<file path="src/rtl/amiga_bus_pkg.sv">
// rtl/amiga_bus_pkg.sv - shared types and constants for the Amiga bus-cycle controllers
package amiga_bus_pkg;

   typedef enum logic [2:0] {
      IDLE,
      DECODE,
      WAIT,
      ACK,
      FOREIGN
   } state_t;

   localparam logic [4:0] ROM_HI_MATCH = 5'b11111;
   localparam logic [4:0] ROM_LO_MATCH = 5'b00000;

   // Counter width able to hold 0..t inclusive.
   function automatic int cnt_width(input int t);
      return $clog2(t + 1);
   endfunction

endpackage

</file>
<file path="src/rtl/amiga_bus_watchdog.sv">
// rtl/amiga_bus_watchdog.sv - bus-cycle watchdog: counts unacknowledged _AS clocks, drives _BERR
module amiga_bus_watchdog
   import amiga_bus_pkg::*;
#(
   parameter int TIMEOUT = 64
) (
   input  logic clk,
   input  logic rst_n,
   input  logic as_n,
   input  logic dtack_in_n,
   input  logic dtack_n,
   output logic berr_n
);

   localparam int CW = cnt_width(TIMEOUT);

   logic [CW-1:0] cnt;

   // Any DTACK freezes the count, so an acknowledge on the would-be timeout clock wins.
   always_ff @(posedge clk or negedge rst_n) begin
      if (!rst_n) begin
         cnt    <= '0;
         berr_n <= 1'b1;
      end else if (as_n) begin
         cnt    <= '0;
         berr_n <= 1'b1;
      end else if (dtack_in_n && dtack_n && (cnt != CW'(TIMEOUT))) begin
         cnt <= cnt + 1'b1;
         if (cnt == CW'(TIMEOUT - 1))
            berr_n <= 1'b0;
      end
   end

endmodule

</file>
<file path="src/rtl/amiga_rom_cycle_ctrl.sv">
// rtl/amiga_rom_cycle_ctrl.sv - 68000 bus-cycle sequencer for Kickstart ROM: decode, wait states,
// ROM output enable, DTACK and watchdog bus error
module amiga_rom_cycle_ctrl
   import amiga_bus_pkg::*;
#(
   parameter int ROM_WAIT = 2,
   parameter int TIMEOUT  = 64
) (
   input  logic       CLK,
   input  logic       _RESET,
   input  logic [4:0] A,
   input  logic       _AS,
   input  logic       RW,
   input  logic       OVL,
   input  logic       _OVR,
   input  logic       XRDY,
   input  logic       _DTACK_IN,
   output logic       _ROME,
   output logic       _RE,
   output logic       _DTACK,
   output logic       _DAE,
   output logic       _BERR
);

   localparam int CW = cnt_width(TIMEOUT);

   state_t        state, state_nx;
   logic [CW-1:0] wait_cnt, wait_cnt_nx;
   logic          rome_n, rome_nx;
   logic          re_n, re_nx;
   logic          dtack_n, dtack_nx;
   logic          dae_n, dae_nx;
   logic          berr_n;
   logic          hit;

   assign hit = ~_AS & _OVR & ((A == ROM_HI_MATCH) | ((A == ROM_LO_MATCH) & OVL));

   always_ff @(posedge CLK or negedge _RESET) begin
      if (!_RESET) begin
         state    <= IDLE;
         wait_cnt <= '0;
         rome_n   <= 1'b1;
         re_n     <= 1'b1;
         dtack_n  <= 1'b1;
         dae_n    <= 1'b1;
      end else begin
         state    <= state_nx;
         wait_cnt <= wait_cnt_nx;
         rome_n   <= rome_nx;
         re_n     <= re_nx;
         dtack_n  <= dtack_nx;
         dae_n    <= dae_nx;
      end
   end

   always_comb begin
      state_nx    = state;
      wait_cnt_nx = wait_cnt;
      rome_nx     = rome_n;
      re_nx       = re_n;
      dtack_nx    = dtack_n;
      dae_nx      = dae_n;
      case (state)
         IDLE: begin
            if (!_AS)
               state_nx = DECODE;
         end
         DECODE: begin
            if (_AS) begin
               state_nx = IDLE;
            end else if (hit) begin
               state_nx    = WAIT;
               wait_cnt_nx = CW'(ROM_WAIT);
               rome_nx     = 1'b0;
               re_nx       = ~RW;
            end else begin
               state_nx = FOREIGN;
            end
         end
         WAIT: begin
            // Abort beats override; both release the ROM without acknowledging.
            if (_AS) begin
               state_nx = IDLE;
               rome_nx  = 1'b1;
               re_nx    = 1'b1;
            end else if (!_OVR) begin
               state_nx = FOREIGN;
               rome_nx  = 1'b1;
               re_nx    = 1'b1;
            end else if (XRDY) begin
               if (wait_cnt == '0) begin
                  state_nx = ACK;
                  dtack_nx = 1'b0;
                  dae_nx   = 1'b0;
               end else begin
                  wait_cnt_nx = wait_cnt - 1'b1;
               end
            end
         end
         ACK: begin
            if (_AS) begin
               state_nx = IDLE;
               rome_nx  = 1'b1;
               re_nx    = 1'b1;
               dtack_nx = 1'b1;
               dae_nx   = 1'b1;
            end
         end
         FOREIGN: begin
            if (_AS)
               state_nx = IDLE;
         end
         default: state_nx = IDLE;
      endcase
   end

   amiga_bus_watchdog #(
      .TIMEOUT(TIMEOUT)
   ) u_watchdog (
      .clk       (CLK),
      .rst_n     (_RESET),
      .as_n      (_AS),
      .dtack_in_n(_DTACK_IN),
      .dtack_n   (dtack_n),
      .berr_n    (berr_n)
   );

   assign _ROME  = rome_n;
   assign _RE    = re_n;
   assign _DTACK = dtack_n;
   assign _DAE   = dae_n;
   assign _BERR  = berr_n;

endmodule
</file>
<file path="config.mk">
export PLATFORM = sky130hd
export DESIGN_NAME = amiga_rom_cycle_ctrl
export DESIGN_NICKNAME = d
export VERILOG_FILES = /design/src/rtl/amiga_bus_pkg.sv /design/src/rtl/amiga_bus_watchdog.sv /design/src/rtl/amiga_rom_cycle_ctrl.sv
export SDC_FILE = /design/constraint.sdc
export NUM_CORES = 1
export LEC_CHECK = 0
export ABC_CLOCK_PERIOD_IN_PS = 1500
export CORE_AREA = 2 2 54 56
export DETAILED_ROUTE_END_ITERATION = 6
export DIE_AREA = 0 0 56 58
export GPL_TIMING_DRIVEN = 1
export PLACE_DENSITY = 0.72
export SLEW_MARGIN = 0
export SYNTH_ARGS = -nofsm -noshare
export SYNTH_HDL_FRONTEND = slang
export SYNTH_SLANG_ARGS = --single-unit
</file>
<file path="constraint.sdc">
create_clock -name CLK -period 1.5 [get_ports CLK]
set_input_delay 0.3 -clock CLK [delete_from_list [all_inputs] [get_ports CLK]]
set_output_delay 0.3 -clock CLK [all_outputs]
set_load 0.05 [all_outputs]
</file>
==> run metrics, run 1 <==
cell count after synthesis 126; Final Skew 6.789 ps; Worst Reg-to-Reg Cells 6; Worst Setup Path Type in2reg; share of layout cells above drive strength 1 40.00%; Synth cell types 42; dominant synthesized flop cell dfrtp_1; Syn Area/Cell 9.573 µm²; Final Max Tran Viols 0; f_max 0.6348 GHz; die area 0.003248 mm²; status finished with violations; vias in the first global route 1,196; Multi-input gate area 740.7 µm²; number of flops mapped to enable cells by yosys 0; NumNets Final 198; I/O pin total 18; initial antenna violation count 0; pwr dens 664.5 mW/mm²; Slew @ Worst Pin 374.6 ps; H-Tree Depth 1; Net Sw Power 0.3779 mW; starting density of the core 45.30%; area share of the largest cell type after synthesis 35.27%; Synth area leaders dfrtp_1 (35%), dfstp_2 (8.7%), ha_1 (4.1%), nor2_1 (4.0%), a31oi_1 (3.6%); DRC viols 0; CP startpoint kind primary input; largest net degree at the start of global routing 22; CP Data Arrival Time 1820 ps; ant diodes 0; Die Span Y 58 µm; r2r endpoint state[0]$_DFFE_PN0P_; Peak VDD IR 0.6367 mV; post-synthesis sequential area ratio 43.98%; switching fraction of total power 30.20%; final WL 3513 µm; Avg WL per Cell 16.65 µm; Vias 1,231; Setup crit end wait_cnt[1]$_DFFE_PN0P_; Syn Nets 143; r2r setup slk -70 ps; Async S/R FF share, synth 100.0%; port bufs 17; dpl hpwl 2154 µm; RSZ-0062 raised after global routing true; R2R Path Start wait_cnt[0]$_DFFE_PN0P_; routability cong. 0.8160; yosys warns 0; global-route total usage across every layer 20.78%; total gr overflow 0; most frequent cell after synthesis dfrtp_1; worst setup margin -75.40 ps; first-pass iteration count of the detailed router 5; critical path endpoint category flop; #FFs+latches synth 21; hold_ws 296.8 ps; antenna-violating nets left 0; worst skew pair latency 320 ps; Slew headroom 75.02%; CTS Hold Bufs 0; Final Critical Period 1575 ps; Register Area 533.0 µm²; final core occ 70.72%; initial DRC count 33; Hold Vio Cnt, Final 0; Req. time, crit path 1750 ps; combinational power share 26.8%; final worst-path cycle share 105.0%; Leakage 0.8078 nW; total CTS buffers 3; filler cell count 200; Worst-path clk slew 130 ps; TritonCTS clock tree built; cell taking the most area after synthesis dfrtp_1; most frequent cells after synthesis dfrtp_1 (17), nor2_1 (13), inv_1 (10); total core area 0.002663 mm²; die width 56 µm; CP startpoint A[3]; Final Setup Violations 8; violated checks negative setup slack; vias per std cell 5.834; max-cap viol count 0; HP Class in2async; dpl ws -442.7 ps; num rows 19; clock share of power 23.8%; Max clock buf depth 2; clk root buf clkbuf_4; Sink Count 21; first-pass GRT wire length 5168 µm; post-synthesis cell area 0.001206 mm²; Internal Dissipation 0.8735 mW; CP Max Fanout 3; final total power 1.251 mW; Layout area overhead 56.12%; sequential share of power 49.4%
[placed cells by master (no fill, tap or decap), types with 3 or more instances in the layout]
master / instances
buf_4: 34
dfrtp_1: 15
nor2_1: 12
clkdlybuf4s50_1: 10
nand2_1: 9
inv_1: 8
a21oi_1: 7
o21ai_0: 6
buf_12: 5
a31oi_1: 4
dfstp_2: 4
a31oi_2: 3
xor2_1: 3
nor4_1: 3
ha_1: 3
clkbuf_4: 3
[state kept, by name (all words and copies together) (netlist names)]
register           cells
u_watchdog.cnt         7
wait_cnt               7
state                  3
_DAE                   1
_RE                    1
_ROME                  1
u_watchdog.berr_n      1
[per-stage QoR]
step	std cells	TNS, ps	area [µm²]
after floorplan	126	-1.979	1212
after detailed placement	195	-3633	1629
after CTS	207	-69.91	1773
final	211	-344.7	1883
after global placement	195	-3041	1629
after global routing	211	-803.2	1883
[layout make-up]
type                            count  area share, %
Clock inverter                      1         0.3987
Multi-Input combinational cell     92          39.34
Sequential cell                    21          28.31
Tap cell                           31          2.060
Clock buffer                        3          1.196
Inverter                           10          1.993
Timing Repair Buffer               53          26.71
[logic make-up (layout without fill, tap and decap cells)]
logic type | Yosys count | in the layout | share of synthesized area, %
mux | 2 | 2 | 1.660
fa+ha+maj | 4 | 4 | 4.150
buf+inv | 13 | 67 | 4.979
compound gates | 36 | 36 | 20.33
flops | 21 | 21 | 43.98
simple gates | 45 | 45 | 21.27
xor+xnor | 5 | 5 | 3.631
[worst max-delay path, cell delays in order]
cell and delay (ps):
clkdlybuf4s50_1 490, nor4_4 340, a221oi_4 130, buf_4 160, a211o_1 260, a22oi_1 140
[worst min path at each step]
stage	start	end	slack (ps)	depth (start not counted)
after floorplan	_RESET	state[0]$_DFFE_PN0P_	4	0
after global placement	_ROME$_DFFE_PN1P_	_ROME$_DFFE_PN1P_	490	2
after detailed placement	_ROME$_DFFE_PN1P_	_ROME$_DFFE_PN1P_	500	2
after CTS	_RESET	u_watchdog.cnt[2]$_DFFE_PN0P_	300	2
after global routing	_RESET	u_watchdog.cnt[3]$_DFFE_PN0P_	300	2
final	_RESET	u_watchdog.cnt[2]$_DFFE_PN0P_	300	2
[power by group through the flow]
stage / clock [mW] / sequential [mW] / combinational (mW)
5_1_grt: 0.329 / 0.621 / 0.354
6_report: 0.298 / 0.618 / 0.335
4_1_cts: 0.303 / 0.617 / 0.288
3_5_place_dp: 0 / 0.628 / 0.260
3_3_place_gp: 0 / 0.627 / 0.253
2_1_floorplan: 0 / 0.655 / 0.0771
[metal layers]
metal / up-vias / part of all wire [%] / global-route usage [%]
li1: 572 / - / -
met1: 603 / 40 / 23.78
met2: 44 / 53 / 36.64
met3: 12 / 3.7 / 2.902
met4: 0 / 3.4 / 13.27
met5: - / 0 / 0
[what timing repair did]
item                       CTS  global route
hold endpoints to repair     0             0
pin swaps                    4             9
gates resized for setup     15            17
setup buffers                8             6
setup endpoints to repair    9            14
Power figures use the tool's default switching activity.
==> run 2: changes to the inputs <==
--- a/config.mk
+++ b/config.mk
@@ -5,12 +5,11 @@
 export SDC_FILE = /design/constraint.sdc
 export NUM_CORES = 1
 export LEC_CHECK = 0
-export ABC_CLOCK_PERIOD_IN_PS = 1500
-export CORE_AREA = 2 2 54 56
+export CORE_AREA = 2 2 56 58
 export DETAILED_ROUTE_END_ITERATION = 6
-export DIE_AREA = 0 0 56 58
+export DIE_AREA = 0 0 58 60
 export GPL_TIMING_DRIVEN = 1
-export PLACE_DENSITY = 0.72
+export PLACE_DENSITY = 0.67
 export SLEW_MARGIN = 0
 export SYNTH_ARGS = -nofsm -noshare
 export SYNTH_HDL_FRONTEND = slang
==> run metrics, run 2 (same netlist as run 1, synthesis figures left out) <==
Final Critical Period 1509 ps; Slew headroom 74.09%; Slew @ Worst Pin 388.7 ps; Final Max Tran Viols 0; TritonCTS clock tree built; first-pass iteration count of the detailed router 4; die width 58 µm; met2 WL 1655 µm; status finished with violations; CP startpoint kind flop; met1 wire length 1404 µm; port bufs 17; Avg WL per Cell 15.36 µm; Max clock buf depth 2; first-pass GRT wire length 5043 µm; I/O pin total 18; initial DRC count 53; ant diodes 0; CTS Hold Bufs 0; total negative slack -18.10 ps; Worst Setup Path Type reg2reg; final total power 1.212 mW; worst skew pair latency 310 ps; Internal Dissipation 0.8543 mW; max incr delay on CP 470 ps; HP Class in2async; final worst-path cycle share 100.6%; clk root buf clkbuf_4; Layout area overhead 51.97%; RSZ-0062 raised after global routing true; global-route total usage across every layer 19.63%; die area 0.003480 mm²; H-Tree Depth 1; dpl hpwl 2203 µm; antenna-violating nets left 0; Final Skew 0.5358 ps; Post-DP Area 0.001624 mm²; Req. time, crit path 1750 ps; clock share of power 24.0%; vias per std cell 5.548; Peak VDD IR 0.5345 mV; Routed met3 length 106 µm; max-cap viol count 0; share of layout cells above drive strength 1 38.29%; commonest non-fill, non-tap cells in the layout buf_4 (30), dfrtp_1 (15), nor2_1 (12), clkdlybuf4s50_1 (12); switching fraction of total power 29.53%; final instance area 0.001833 mm²; Sink Count 21; pwr dens 661.3 mW/mm²; Die Span Y 60 µm; Net Sw Power 0.3579 mW; vias in the first global route 1,133; DRC viols 0; Leakage 0.7651 nW; total CTS buffers 3; Worst-path clk slew 130 ps; violated checks negative setup slack; max layer used met4; dpl ws -457.2 ps; Final Setup Violations 2; combinational power share 25.3%; largest net degree at the start of global routing 22; f_max 0.6626 GHz; total core area 0.002903 mm²; Crit path top cell by count buf_4; num rows 20; final WL 3195 µm; hold_ws 308.2 ps; Vias 1,154; Critical Path, Cell by Cell buf_4 -> or2b_1 -> nor2_1 -> buf_4 -> a211o_1 -> a22oi_2; initial antenna violation count 0; CP Data Arrival Time 1750 ps; Largest regs u_watchdog.cnt: 7 flops, wait_cnt: 7 flops, state: 3 flops; routability cong. 0.8198; Hold Vio Cnt, Final 0; starting density of the core 41.55%; critical path endpoint category flop; total gr overflow 0; worst setup margin -9.136 ps; CP Max Fanout 6; NumNets Final 193; sequential share of power 50.7%; commonest non-fill, non-tap cell in the layout buf_4; critical path's slowest cell dfrtp_2
-- run 2: changes by cell type in the layout (fill, tap and decap cells not counted), moves of 2 or more --
cell,before,now
a31oi_1,4,6
a31oi_2,3,1
buf_4,34,30
clkdlybuf4s50_1,10,12
dlymetal6s2s_1,2,0
-- run 2: worst max-delay path, delay by kind of cell, from the launching register on --
kind            cells  cell delay (ps)
flops               1              470
simple gates        2              230
buf+inv             2              320
compound gates      2              430
-- run 2: layer usage --
metal	track usage [%]	vias to the layer above
met1	25.10	563
li1	-	561
met4	10.63	0
met3	3.247	4
met5	0	-
met2	31.82	26
-- run 2: timing repair --
item | in CTS | in global routing
resized for setup | 9 | 17
pin swaps | 7 | 7
endpoints found under the setup margin | 9 | 13
buffers inserted | 5 | 3
-- run 2: cell type report --
cell class	count	area, µm²
Fill cell	238	1070
Clock buffer	3	22.52
Tap cell	33	41.29
Sequential cell	21	533.0
Inverter	10	37.54
Timing Repair Buffer	48	456.7
Multi-Input combinational cell	92	737.0
Clock inverter	1	5.005
-- run 2: worst paths after layout --
path / to / slack (ps) / startpoint / cells after the start
max: wait_cnt[1]$_DFFE_PN0P_ / -9 / state[1]$_DFFE_PN0P_ / 6
min: wait_cnt[5]$_DFFE_PN0P_ / 310 / _RESET / 2
max reg2reg: wait_cnt[1]$_DFFE_PN0P_ / -9 / state[1]$_DFFE_PN0P_ / 6
min reg2reg: _ROME$_DFFE_PN1P_ / 520 / _ROME$_DFFE_PN1P_ / 2
max in group asynchronous: _ROME$_DFFE_PN1P_ / 920 / _RESET / 2
min in group CLK: _ROME$_DFFE_PN1P_ / 520 / _ROME$_DFFE_PN1P_ / 2
-- run 2: power groups by stage --
stage	Clock, mW	Sequential [mW]	Combinational [mW]
final	0.291	0.615	0.306
after global routing	0.324	0.618	0.328
after CTS	0.295	0.614	0.279
after detailed placement	0	0.628	0.257
after global placement	0	0.626	0.252
after floorplan	0	0.655	0.0771
-- run 2: metrics by stage --
stage | instances | util, %
global placement | 196 | 55.95
CTS | 205 | 59.22
finish | 208 | 63.15
global route | 208 | 63.15
detailed placement | 196 | 55.95
floorplan | 126 | -
==> run 3: changes to the inputs <==
--- a/config.mk
+++ b/config.mk
@@ -5,11 +5,12 @@
 export SDC_FILE = /design/constraint.sdc
 export NUM_CORES = 1
 export LEC_CHECK = 0
-export CORE_AREA = 2 2 56 58
+export CORE_AREA = 2 2 51 65
 export DETAILED_ROUTE_END_ITERATION = 6
-export DIE_AREA = 0 0 58 60
+export DIE_AREA = 0 0 53 67
 export GPL_TIMING_DRIVEN = 1
-export PLACE_DENSITY = 0.67
+export PLACE_DENSITY = 0.66
+export SETUP_SLACK_MARGIN = 0.1
 export SLEW_MARGIN = 0
 export SYNTH_ARGS = -nofsm -noshare
 export SYNTH_HDL_FRONTEND = slang
==> run metrics, run 3 (same netlist as run 1, synthesis figures left out) <==
status finished with violations; violated checks negative setup slack; final WL 3357 µm; max incr delay on CP 410 ps; Slew headroom 76.27%; commonest non-fill, non-tap cell in the layout buf_4; critical path's slowest cell dfrtp_1; Layout area overhead 60.89%; clk root buf clkbuf_4; routability cong. 0.8367; die width 53 µm; share of layout cells above drive strength 1 42.54%; Max clock buf depth 2; Critical Path, Cell by Cell inv_2 -> ha_4 -> nor4b_4 -> and2_4 -> a31oi_1 -> nor4_1; Leakage 0.8462 nW; commonest non-fill, non-tap cells in the layout buf_4 (33), dfrtp_1 (17), nor2_1 (10); vias in the first global route 1,183; CP Max Fanout 5; Final Skew 7.776 ps; Largest regs u_watchdog.cnt: 7 flops, wait_cnt: 7 flops, state: 3 flops; antenna-violating nets left 0; CP top delay family simple AND/OR/NAND/NOR gates; final instance area 0.001941 mm²; first-pass iteration count of the detailed router 4; HP Class in2async; largest net degree at the start of global routing 22; initial DRC count 38; CP Data Arrival Time 1780 ps; pwr dens 625.3 mW/mm²; total CTS buffers 3; final worst-path cycle share 106.2%; Sink Count 21; max-cap viol count 0; met2 GRT Util 35.00%; Post-DP Area 0.001669 mm²; Final Critical Period 1592 ps; global-route total usage across every layer 20.18%; Vias 1,182; f_max 0.6280 GHz; Inst Count DP 201; total core area 0.002890 mm²; Final Setup Violations 3; total gr overflow 0; NumNets Final 199; initial antenna violation count 0; worst setup margin -92.35 ps; ant diodes 0; port bufs 17; critical path endpoint category flop; num rows 22; TritonCTS clock tree built; hold_ws 319.5 ps; dpl hpwl 2310 µm; Worst Setup Path Type reg2reg; Final Max Tran Viols 0; Hold Vio Cnt, Final 0; H-Tree Depth 1; vias per std cell 5.447; Worst-path clk slew 120 ps; DRC viols 0; final std cells w/o fill 217; met3 Use GR 2.915%; CP startpoint kind flop; die area 0.003551 mm²; Req. time, crit path 1690 ps; worst skew pair latency 300 ps; CP bufs+invs 1; Die Span Y 67 µm; Avg WL per Cell 15.47 µm; RSZ-0062 raised after global routing true; Peak VDD IR 0.4465 mV; I/O pin total 18; met1 Resource Use GR 24.51%; Most Crowded Layer GR met2; Slew @ Worst Pin 353.3 ps; starting density of the core 41.73%; first-pass GRT wire length 5271 µm
-- run 3: stage by stage --
step | util, % | TNS [ps] | worst slack (ps) | power, mW
CTS | 63.33 | -186.7 | -46.70 | 1.205
finish | 67.14 | -108.3 | -92.35 | 1.214
global route | 67.14 | -732.3 | -192.2 | 1.285
global placement | 57.75 | -3055 | -369.6 | 0.8878
floorplan | - | 0 | 21.10 | 0.7341
detailed placement | 57.75 | -4250 | -494.7 | 0.8939
-- run 3: path summary, 6_finish.rpt --
path | slack [ps] | startpoint | endpoint | cells after the start
min | 320 | _RESET | u_watchdog.cnt[0]$_DFFE_PN0P_ | 2
min in group CLK | 520 | u_watchdog.berr_n$_DFFE_PN1P_ | u_watchdog.berr_n$_DFFE_PN1P_ | 2
max | -90 | wait_cnt[0]$_DFFE_PN0P_ | state[0]$_DFFE_PN0P_ | 6
max in group asynchronous | 900 | _RESET | _RE$_DFFE_PN1P_ | 2
max reg2reg | -90 | wait_cnt[0]$_DFFE_PN0P_ | state[0]$_DFFE_PN0P_ | 6
min reg2reg | 520 | u_watchdog.berr_n$_DFFE_PN1P_ | u_watchdog.berr_n$_DFFE_PN1P_ | 2
-- run 3: area by class of cell --
type / count / area, µm²
multi-input cells: 92 / 773.2
clock buffers: 3 / 22.52
flip-flops and latches: 21 / 534.3
well taps: 36 / 45.04
repair buffers: 54 / 523.0
clock inverters: 1 / 5.005
fillers: 229 / 949.7
inverters: 10 / 37.54
-- run 3: what timing repair did --
action | in CTS | in global routing
setup endpoints to repair | 13 | 20
setup buffers | 9 | 3
pin swaps | 15 | 15
gates resized for setup | 16 | 19
hold buffers | 0 | 0
-- run 3: power by group --
group | switching [mW] | internal, mW | total [mW]
clock | 0.174 | 0.0994 | 0.274
combinational | 0.153 | 0.171 | 0.325
sequential | 0.0204 | 0.594 | 0.615
-- run 3: routing by layer --
| metal | share of wire [%] | wire length (µm) |
|---|---|---|
| met1 | 42 | 1420 |
| met3 | 4.4 | 148 |
| met2 | 52 | 1750 |
| met4 | 1.1 | 37 |
| met5 | 0 | 0 |
